[src/rtl/control_botones.sv]
// Push-button front end for the BCD counter: synchronises and debounces RUN/CLR and
// turns accepted presses into a run-enable level plus clear and long-press pulses.

package control_botones_pkg;
  // Bit 1 of the encoding is the debounced "pressed" level (HELD or DB_REL).
  typedef enum logic [1:0] {
    IDLE     = 2'b00,
    DB_PRESS = 2'b01,
    HELD     = 2'b10,
    DB_REL   = 2'b11
  } db_state_t;
endpackage

// One button: 2-FF synchroniser, debounce FSM and a single-cycle press event.
module boton_db
  import control_botones_pkg::*;
#(
  parameter int DB_LIMIT = 4
) (
  input  logic      clk,
  input  logic      rst,
  input  logic      btn_n,
  output logic      press_evt,
  output db_state_t state
);

  localparam int CW = (DB_LIMIT > 1) ? $clog2(DB_LIMIT) : 1;
  localparam logic [CW-1:0] CNT_LAST = CW'(DB_LIMIT - 1);

  logic          sync1, sync2;
  logic          pressed_s;
  logic [CW-1:0] cnt, cnt_nx;
  db_state_t     state_nx;

  // Synchroniser idles at 1 so a reset never looks like a press.
  always_ff @(posedge clk or negedge rst) begin
    if (!rst) begin
      sync1 <= 1'b1;
      sync2 <= 1'b1;
    end else begin
      sync1 <= btn_n;
      sync2 <= sync1;
    end
  end

  assign pressed_s = ~sync2;

  always_ff @(posedge clk or negedge rst) begin
    if (!rst) begin
      state <= IDLE;
      cnt   <= '0;
    end else begin
      state <= state_nx;
      cnt   <= cnt_nx;
    end
  end

  always_comb begin
    state_nx  = state;
    cnt_nx    = cnt;
    press_evt = 1'b0;
    case (state)
      IDLE: begin
        if (pressed_s) begin
          state_nx = DB_PRESS;
          cnt_nx   = '0;
        end
      end
      DB_PRESS: begin
        if (!pressed_s) begin
          state_nx = IDLE;
        end else if (cnt == CNT_LAST) begin
          state_nx  = HELD;
          press_evt = 1'b1;
        end else begin
          cnt_nx = cnt + 1'b1;
        end
      end
      HELD: begin
        if (!pressed_s) begin
          state_nx = DB_REL;
          cnt_nx   = '0;
        end
      end
      DB_REL: begin
        if (pressed_s) begin
          state_nx = HELD;
        end else if (cnt == CNT_LAST) begin
          state_nx = IDLE;
        end else begin
          cnt_nx = cnt + 1'b1;
        end
      end
      default: state_nx = IDLE;
    endcase
  end

endmodule

// Handshake-free control: every output is a flop; press events are single-cycle
// strobes from the debounce FSMs, consumed on the same edge that enters HELD.
module control_botones
  import control_botones_pkg::*;
#(
  parameter int FREQ_CLK    = 50000000,
  parameter int DEBOUNCE_MS = 20,
  parameter int LONG_MS     = 1000
) (
  input  logic clk,
  input  logic rst,
  input  logic btn_run_n,
  input  logic btn_clr_n,
  output logic run_en,
  output logic clr_pulse,
  output logic clr_long,
  output logic run_db,
  output logic clr_db
);

  localparam int DB_LIMIT   = (FREQ_CLK / 1000) * DEBOUNCE_MS;
  localparam int LONG_LIMIT = (FREQ_CLK / 1000) * LONG_MS;
  // One extra count of headroom lets the hold counter park past the fire point.
  localparam int HW = $clog2(LONG_LIMIT + 1);
  localparam logic [HW-1:0] HOLD_FIRE = HW'(LONG_LIMIT - 1);
  localparam logic [HW-1:0] HOLD_SAT  = HW'(LONG_LIMIT);

  db_state_t     run_state, clr_state;
  logic          run_evt, clr_evt, long_evt;
  logic [HW-1:0] hold_cnt, hold_cnt_nx;
  logic          run_en_nx;

  boton_db #(.DB_LIMIT(DB_LIMIT)) u_run (
    .clk       (clk),
    .rst       (rst),
    .btn_n     (btn_run_n),
    .press_evt (run_evt),
    .state     (run_state)
  );

  boton_db #(.DB_LIMIT(DB_LIMIT)) u_clr (
    .clk       (clk),
    .rst       (rst),
    .btn_n     (btn_clr_n),
    .press_evt (clr_evt),
    .state     (clr_state)
  );

  assign run_db = run_state[1];
  assign clr_db = clr_state[1];

  // A release bounce (DB_REL) freezes the hold count instead of restarting it.
  always_comb begin
    hold_cnt_nx = hold_cnt;
    case (clr_state)
      HELD:    if (hold_cnt != HOLD_SAT) hold_cnt_nx = hold_cnt + 1'b1;
      DB_REL:  hold_cnt_nx = hold_cnt;
      default: hold_cnt_nx = '0;
    endcase
  end

  assign long_evt = (clr_state == HELD) && (hold_cnt == HOLD_FIRE);

  // CLR and long-press both win over a same-cycle RUN toggle.
  always_comb begin
    run_en_nx = run_en;
    if (clr_evt || long_evt) run_en_nx = 1'b0;
    else if (run_evt)        run_en_nx = ~run_en;
  end

  always_ff @(posedge clk or negedge rst) begin
    if (!rst) begin
      hold_cnt  <= '0;
      run_en    <= 1'b0;
      clr_pulse <= 1'b0;
      clr_long  <= 1'b0;
    end else begin
      hold_cnt  <= hold_cnt_nx;
      run_en    <= run_en_nx;
      clr_pulse <= clr_evt;
      clr_long  <= long_evt;
    end
  end

endmodule

[config.mk]
export PLATFORM = sky130hd
export DESIGN_NAME = control_botones
export DESIGN_NICKNAME = d
export VERILOG_FILES = /design/src/rtl/control_botones.sv
export SDC_FILE = /design/constraint.sdc
export NUM_CORES = 1
export LEC_CHECK = 0
export BUFFER_PORTS_ARGS = -buffer_cell sky130_fd_sc_hd__buf_4
export CAP_MARGIN = 5
export CORE_UTILIZATION = 40
export DETAILED_ROUTE_END_ITERATION = 8
export PLACE_DENSITY_LB_ADDON = 0.12
export SLEW_MARGIN = 20
export SYNTH_ARGS = -nofsm -noshare
export SYNTH_HDL_FRONTEND = slang
export SYNTH_SLANG_ARGS = --single-unit
[constraint.sdc]
create_clock -name clk -period 2.3 [get_ports clk]
set_input_delay 0.23 -clock clk [delete_from_list [all_inputs] [get_ports clk]]
set_output_delay 0.23 -clock clk [all_outputs]
set_load 0.01 [all_outputs]
* Word level (Yosys, flattened, before mapping)
Index checks and enable logic that the tools add are counted.
** Storage, ports and cells
- Flip-flop bits (word level) :: 77
- Input port bits :: 4
- Output and inout bits :: 5
- Logic and storage cells :: 86
** Operators by class
- $add $sub $neg :: 3
- Equality and inequality tests :: 23
- Muxes and demuxes :: 36
- Bitwise gates (word level) :: 2
- Reductions and logical operators :: 10
** Operators by type and width (number)
- 2-to-1 mux 20 bit :: 10
- one-hot mux 20 bit (4 select lines) :: 2
- one-hot mux 26 bit (2 select lines) :: 1
- adder 20 x 1 -> 20 bit, second input constant :: 2
- equality test 20 bit, second input constant :: 2
- adder 26 x 1 -> 26 bit, second input constant :: 1
- equality test 26 bit, second input constant :: 1
- 2-to-1 mux 26 bit :: 1
- inequality test 26 bit, second input constant :: 1
- 2-to-1 mux 2 bit :: 12
- one-hot mux 2 bit (4 select lines) :: 2
- AND reduction 4 bit :: 4
- inequality test 2 bit, second input constant :: 5
- equality test 2 bit, second input constant :: 4
- 2-to-1 mux 1 bit :: 8
- inequality test 2 x 1 -> 1 bit, second input constant :: 4
- inequality test 3 x 1 -> 1 bit, second input constant :: 2
- inequality test 3 bit, second input constant :: 2
- equality test 2 x 1 -> 1 bit, second input constant :: 2
- zero test 2 bit :: 2
- inverter 1 bit :: 2
- AND reduction 2 bit :: 1
- nonzero test 2 bit :: 1
- logical AND 1 bit :: 1
- logical OR 1 bit :: 1

* Longest topological paths before layout
- Word-level depth :: 6
- Mapped depth :: 8

* Modules after synthesis
From an unflattened synthesis, not the netlist that was laid out.
** Unflattened totals
- Cells, all modules :: 449
- Area, all modules :: 4196.5 um^2
** Modules (own cells, without submodules)
- control_botones :: instances 1, cells each 165, area each 1551.5 um^2, seq. area each 725.7 um^2
- boton_db at u_run :: instances 1, cells each 146, area each 1338.8 um^2, seq. area each 603.1 um^2
- boton_db at u_clr :: instances 1, cells each 138, area each 1306.3 um^2, seq. area each 603.1 um^2

* Least setup slack after synthesis
Ideal clock, no wire load.
- Kind :: reg2reg
- From :: register u_run.cnt[0]
- To :: register u_run.cnt[8]
- Setup time :: 0.120 ns
- Arrival :: 1.724 ns
- Data required time :: 2.180 ns
- Setup slack :: 0.456 ns
- Cell stages (with the launch flop) :: 8
- Path buffers :: 1
- Cell sequence :: dfrtp_1 ha_1 nand3_2 or4_4 o21ai_2 buf_4 inv_2 a31o_1
** On the way
- Longest elaborated chain between the ends :: 4
- Elaborated cells on any way between the ends :: 6
** Ends and longest elaborated chain
- start: declaration :: RTL line 32 : logic [CW-1:0] cnt, cnt_nx;
- start signal: assignment :: RTL line 54 : cnt <= cnt_nx;
- adder 20 x 1 -> 20 bit / equality test 20 bit (equally long branches)
- 2-to-1 mux 20 bit (*) :: RTL line 72, 88
- 2-to-1 mux 20 bit (on tied branches) :: RTL line 86, 70
- one-hot mux 20 bit (4 select lines) (*) :: RTL line 62 : case (state)
Every way passes the cells marked *; elsewhere a longest branch is shown, timed or not. The select of a mux whose other input is x is not followed.
A chain may end at the register's enable or synchronous reset.

* Worst setup path in the final report
- From :: register hold_cnt[0]
- To :: register hold_cnt[0]
** On the way
- Longest elaborated chain between the ends :: 3
- Elaborated cells on any way between the ends :: 6
** Ends and longest elaborated chain
- start: declaration :: RTL line 129 : logic [HW-1:0] hold_cnt, hold_cnt_nx;
- start signal: assignment :: RTL line 177 : hold_cnt <= hold_cnt_nx;
- adder 26 x 1 -> 26 bit / inequality test 26 bit (equally long branches) :: RTL line 155 : HELD: if (hold_cnt != HOLD_SAT) hold_cnt_nx = hold_cnt + 1'b1;
- 2-to-1 mux 26 bit / inequality test 2 bit (equally long branches)
- one-hot mux 26 bit (2 select lines) / AND reduction 2 bit (equally long branches)
Parallel ways exist; a longest one is shown, timed or not. The select of a mux whose other input is x is not followed.

==> results.md <==
* Outcome: completed
* First-pass GRT wire length at 15.6 mm
* WP data required at 2.56 ns
* Peak VDD IR at 392 uV
* Largest area contributor in the netlist: dfrtp_1
* Worst R2R End: hold_cnt[0]$_DFFE_PN0P_
* Die W at 104 um
* Max Fclk at 500 MHz
* CP Class: flip-flop to flip-flop
* Total Routing Usage GR at 0.179
* Top Ports at 9
* DIE HEIGHT at 104 um
* Worst slew pin tran at 0.666 ns
* Clock root cell: clkbuf_8
* Total power at 2.83 mW
* Crit. End Element: flip-flop
* Synth top area share at 0.437
* Top post-synthesis cells by area: dfrtp_1 (44%), nand2_1 (4.6%), xnor2_1 (4.4%)
* Max_slew headroom at 0.555
* # Max-Cap Violations at 0
* Hold Path Class: input pin to async pin
* Worst EP arrival at 2.26 ns
* Post-route cell area at 0.00467 mm2
* Setup violations, final at 0
* CTS tree: done
* Yosys warnings at 0
* Library cells used by synthesis at 58
* Placed Area at 0.00439 mm2
* First-pass iteration count of the detailed router at 4
* Worst-path clk slew at 0.09 ns
* Initial antenna violation count at 0
* Leakage at 1.83 nW
* Clk_skew at 0.0212 ns
* Setup TNS at 0 ns
* Largest net degree at the start of global routing at 48
* Vias in the first global route at 3186
* Seq/Total Area, Yosys at 0.463
* Iter 0 DRT Violations at 140
* Final HPWL DP at 6.05 mm
* GRT overflow at 0
* Reg2reg start: hold_cnt[0]$_DFFE_PN0P_
* Final #Nets at 475
* RSZ-0062 raised after global routing: false
* Fin crit share at 0.870
* Syn_nets at 462
* Antenna diode count at 0
* Drt drc at 0
* Fin util at 0.469
* Ys flop type: dfrtp_1
* Reg2Reg Depth at 7
* Post-Syn Area per Cell at 9.20 um2
* Final wirelength at 8.80 mm
* Post-synth EDFFs at 0
* Clock Path Buffers at 2
* Share of cells above drive strength 1 at 0.110
* Initial core utilization at 0.420
* Reg2Reg Setup Slack at 0.30 ns
* Routed len/inst at 14.5 um
* Core Region at 0.00995 mm2
* DRT antenna net count at 0
* # clock sinks at 77
* H-Tree Level Count at 3
* Rows at 36
* Die area at 0.0109 mm2
* Synthesis-stage register bit count at 77
* Crit path launch type: flip-flop
* Vias per std cell at 5.41
* Final Max Slew Viols at 0
* Gpl congestion at 0.776
* Tmin final at 2.00 ns
* Worst-skew pair later-pin latency at 0.37 ns
* Synthesized area at 0.00418 mm2
* Inserted Clock Buffers at 9
* Via Count at 3274
* Crit path max fanout at 6
* Final Hold Viols at 0
* Ys async rst share at 1.00
* I/O Buffers at 8
* Cells after Synth at 454
* Pwr/cell area at 605 mW/mm2
* Layout area overhead at 11.9%
## worst max path at each step
stage	startpoint	to	slack [ns]	cells after the start
after CTS	u_run.cnt[0]$_DFFE_PN0P_	u_run.cnt[8]$_DFFE_PN0P_	0.31	7
after floorplan	u_run.cnt[0]$_DFFE_PN0P_	u_run.cnt[8]$_DFFE_PN0P_	0.46	7
after global placement	hold_cnt[7]$_DFFE_PN0P_	hold_cnt[23]$_DFFE_PN0P_	0.38	5
final	hold_cnt[0]$_DFFE_PN0P_	hold_cnt[0]$_DFFE_PN0P_	0.30	7
after detailed placement	hold_cnt[0]$_DFFE_PN0P_	hold_cnt[0]$_DFFE_PN0P_	0.33	7
after global routing	hold_cnt[0]$_DFFE_PN0P_	hold_cnt[1]$_DFFE_PN0P_	0.1	7
## registers in the layout (all words and copies together) (netlist names), named ones only
| name | cells |
|---|---|
| hold_cnt | 26 |
| u_clr.cnt | 20 |
| u_run.cnt | 20 |
| clr_long | 1 |
| clr_pulse | 1 |
| run_en | 1 |
| u_clr.state | 1 |
| u_clr.sync1 | 1 |
| u_clr.sync2 | 1 |
| u_run.state | 1 |
| u_run.sync1 | 1 |
| u_run.sync2 | 1 |
## critical path, stage by stage (launching register included)
cell	delay, ns
dfrtp_1	0.45
inv_1	0.13
ha_1	0.16
nor4b_1	0.22
nand4_1	0.15
nor4_2	0.46
mux2i_1	0.23
o21ai_0	0.10
## cells by family after synthesis
kind of cell,synth area share
simple gates,0.294
flops,0.463
compound gates,0.0914
xor+xnor,0.0713
buf+inv,0.0398
mux,0.0288
fa+ha+maj,0.0120
## final cells by class
cell class                      count  area (um2)
Timing Repair Buffer               24         200
Sequential cell                    77        1930
Fill cell                         953        5280
Multi-Input combinational cell    343        2080
Tap cell                          133         166
Inverter                           12        45.0
Clock inverter                      4        95.1
Clock buffer                       12         155
## synthesized netlist by cell type (8+ instances only)
library cell  count
nor2_1           48
and3_1            8
clkbuf_1         10
o21ai_0          24
a21oi_1          15
nand4_1          24
inv_1            10
xor2_1           13
dfrtp_1          73
mux2i_1          12
nand3_1          25
xnor2_1          21
nor3_1           15
nand2_1          51
nor4_1           10
## per-stage QoR
step | std cells | hold WS [ns] | setup slack, ns
after global routing | 605 | 0.344 | 0.0969
final | 605 | 0.334 | 0.300
after CTS | 605 | 0.336 | 0.312
after detailed placement | 586 | 0.203 | 0.335
after floorplan | 454 | -0.0656 | 0.456
after global placement | 586 | 0.192 | 0.377
## cell usage in the layout, fill, tap and decap left out, types with 2 or more instances in the layout
cell / count
inv_1: 10
nor2b_1: 3
dlygate4sd3_1: 3
nand3b_1: 2
inv_2: 2
xnor2_1: 21
o21ai_1: 3
o211ai_1: 4
buf_4: 20
mux2i_1: 12
nor4_1: 10
a2bb2oi_1: 2
a31oi_1: 3
ha_1: 4
nand4_1: 24
nor4bb_1: 3
nor4b_1: 4
or3_1: 6
and2_1: 4
nor4_2: 3
and4_1: 5
nand2_1: 51
o21ai_0: 24
nor3_1: 15
or4_1: 4
dfrtp_1: 73
dfstp_2: 4
bufinv_16: 3
a211oi_1: 2
or2_1: 2
xor2_1: 13
nand3_1: 25
nand4b_1: 2
nor2_1: 48
a22o_1: 2
a21oi_1: 15
clkbuf_8: 11
nor3b_1: 2
and3_1: 8
## routing by layer
metal | wire (um) | vias up | GRT usage | part of all wire
met2 | 4020 | 35 | 0.273 | 0.46
li1 | - | 1653 | - | -
met5 | 0 | - | 0 | 0
met3 | 261 | 6 | 0.0432 | 0.030
met4 | 85 | 0 | 0.0643 | 0.0097
met1 | 4440 | 1580 | 0.246 | 0.50
## timing repair
action,in CTS,in global routing
hold endpoints to repair,30,0
resized for setup,0,0
setup buffers,0,0
hold buffers,3,0
## where the power goes
| part | leakage (nW) | switching, mW | internal, mW |
|---|---|---|---|
| clock | 0.127 | 0.500 | 0.779 |
| sequential | 1.05 | 0.0351 | 1.38 |
| combinational | 0.655 | 0.0808 | 0.0489 |
| total | 1.83 | 0.616 | 2.21 |
Power figures use the tool's default switching activity.
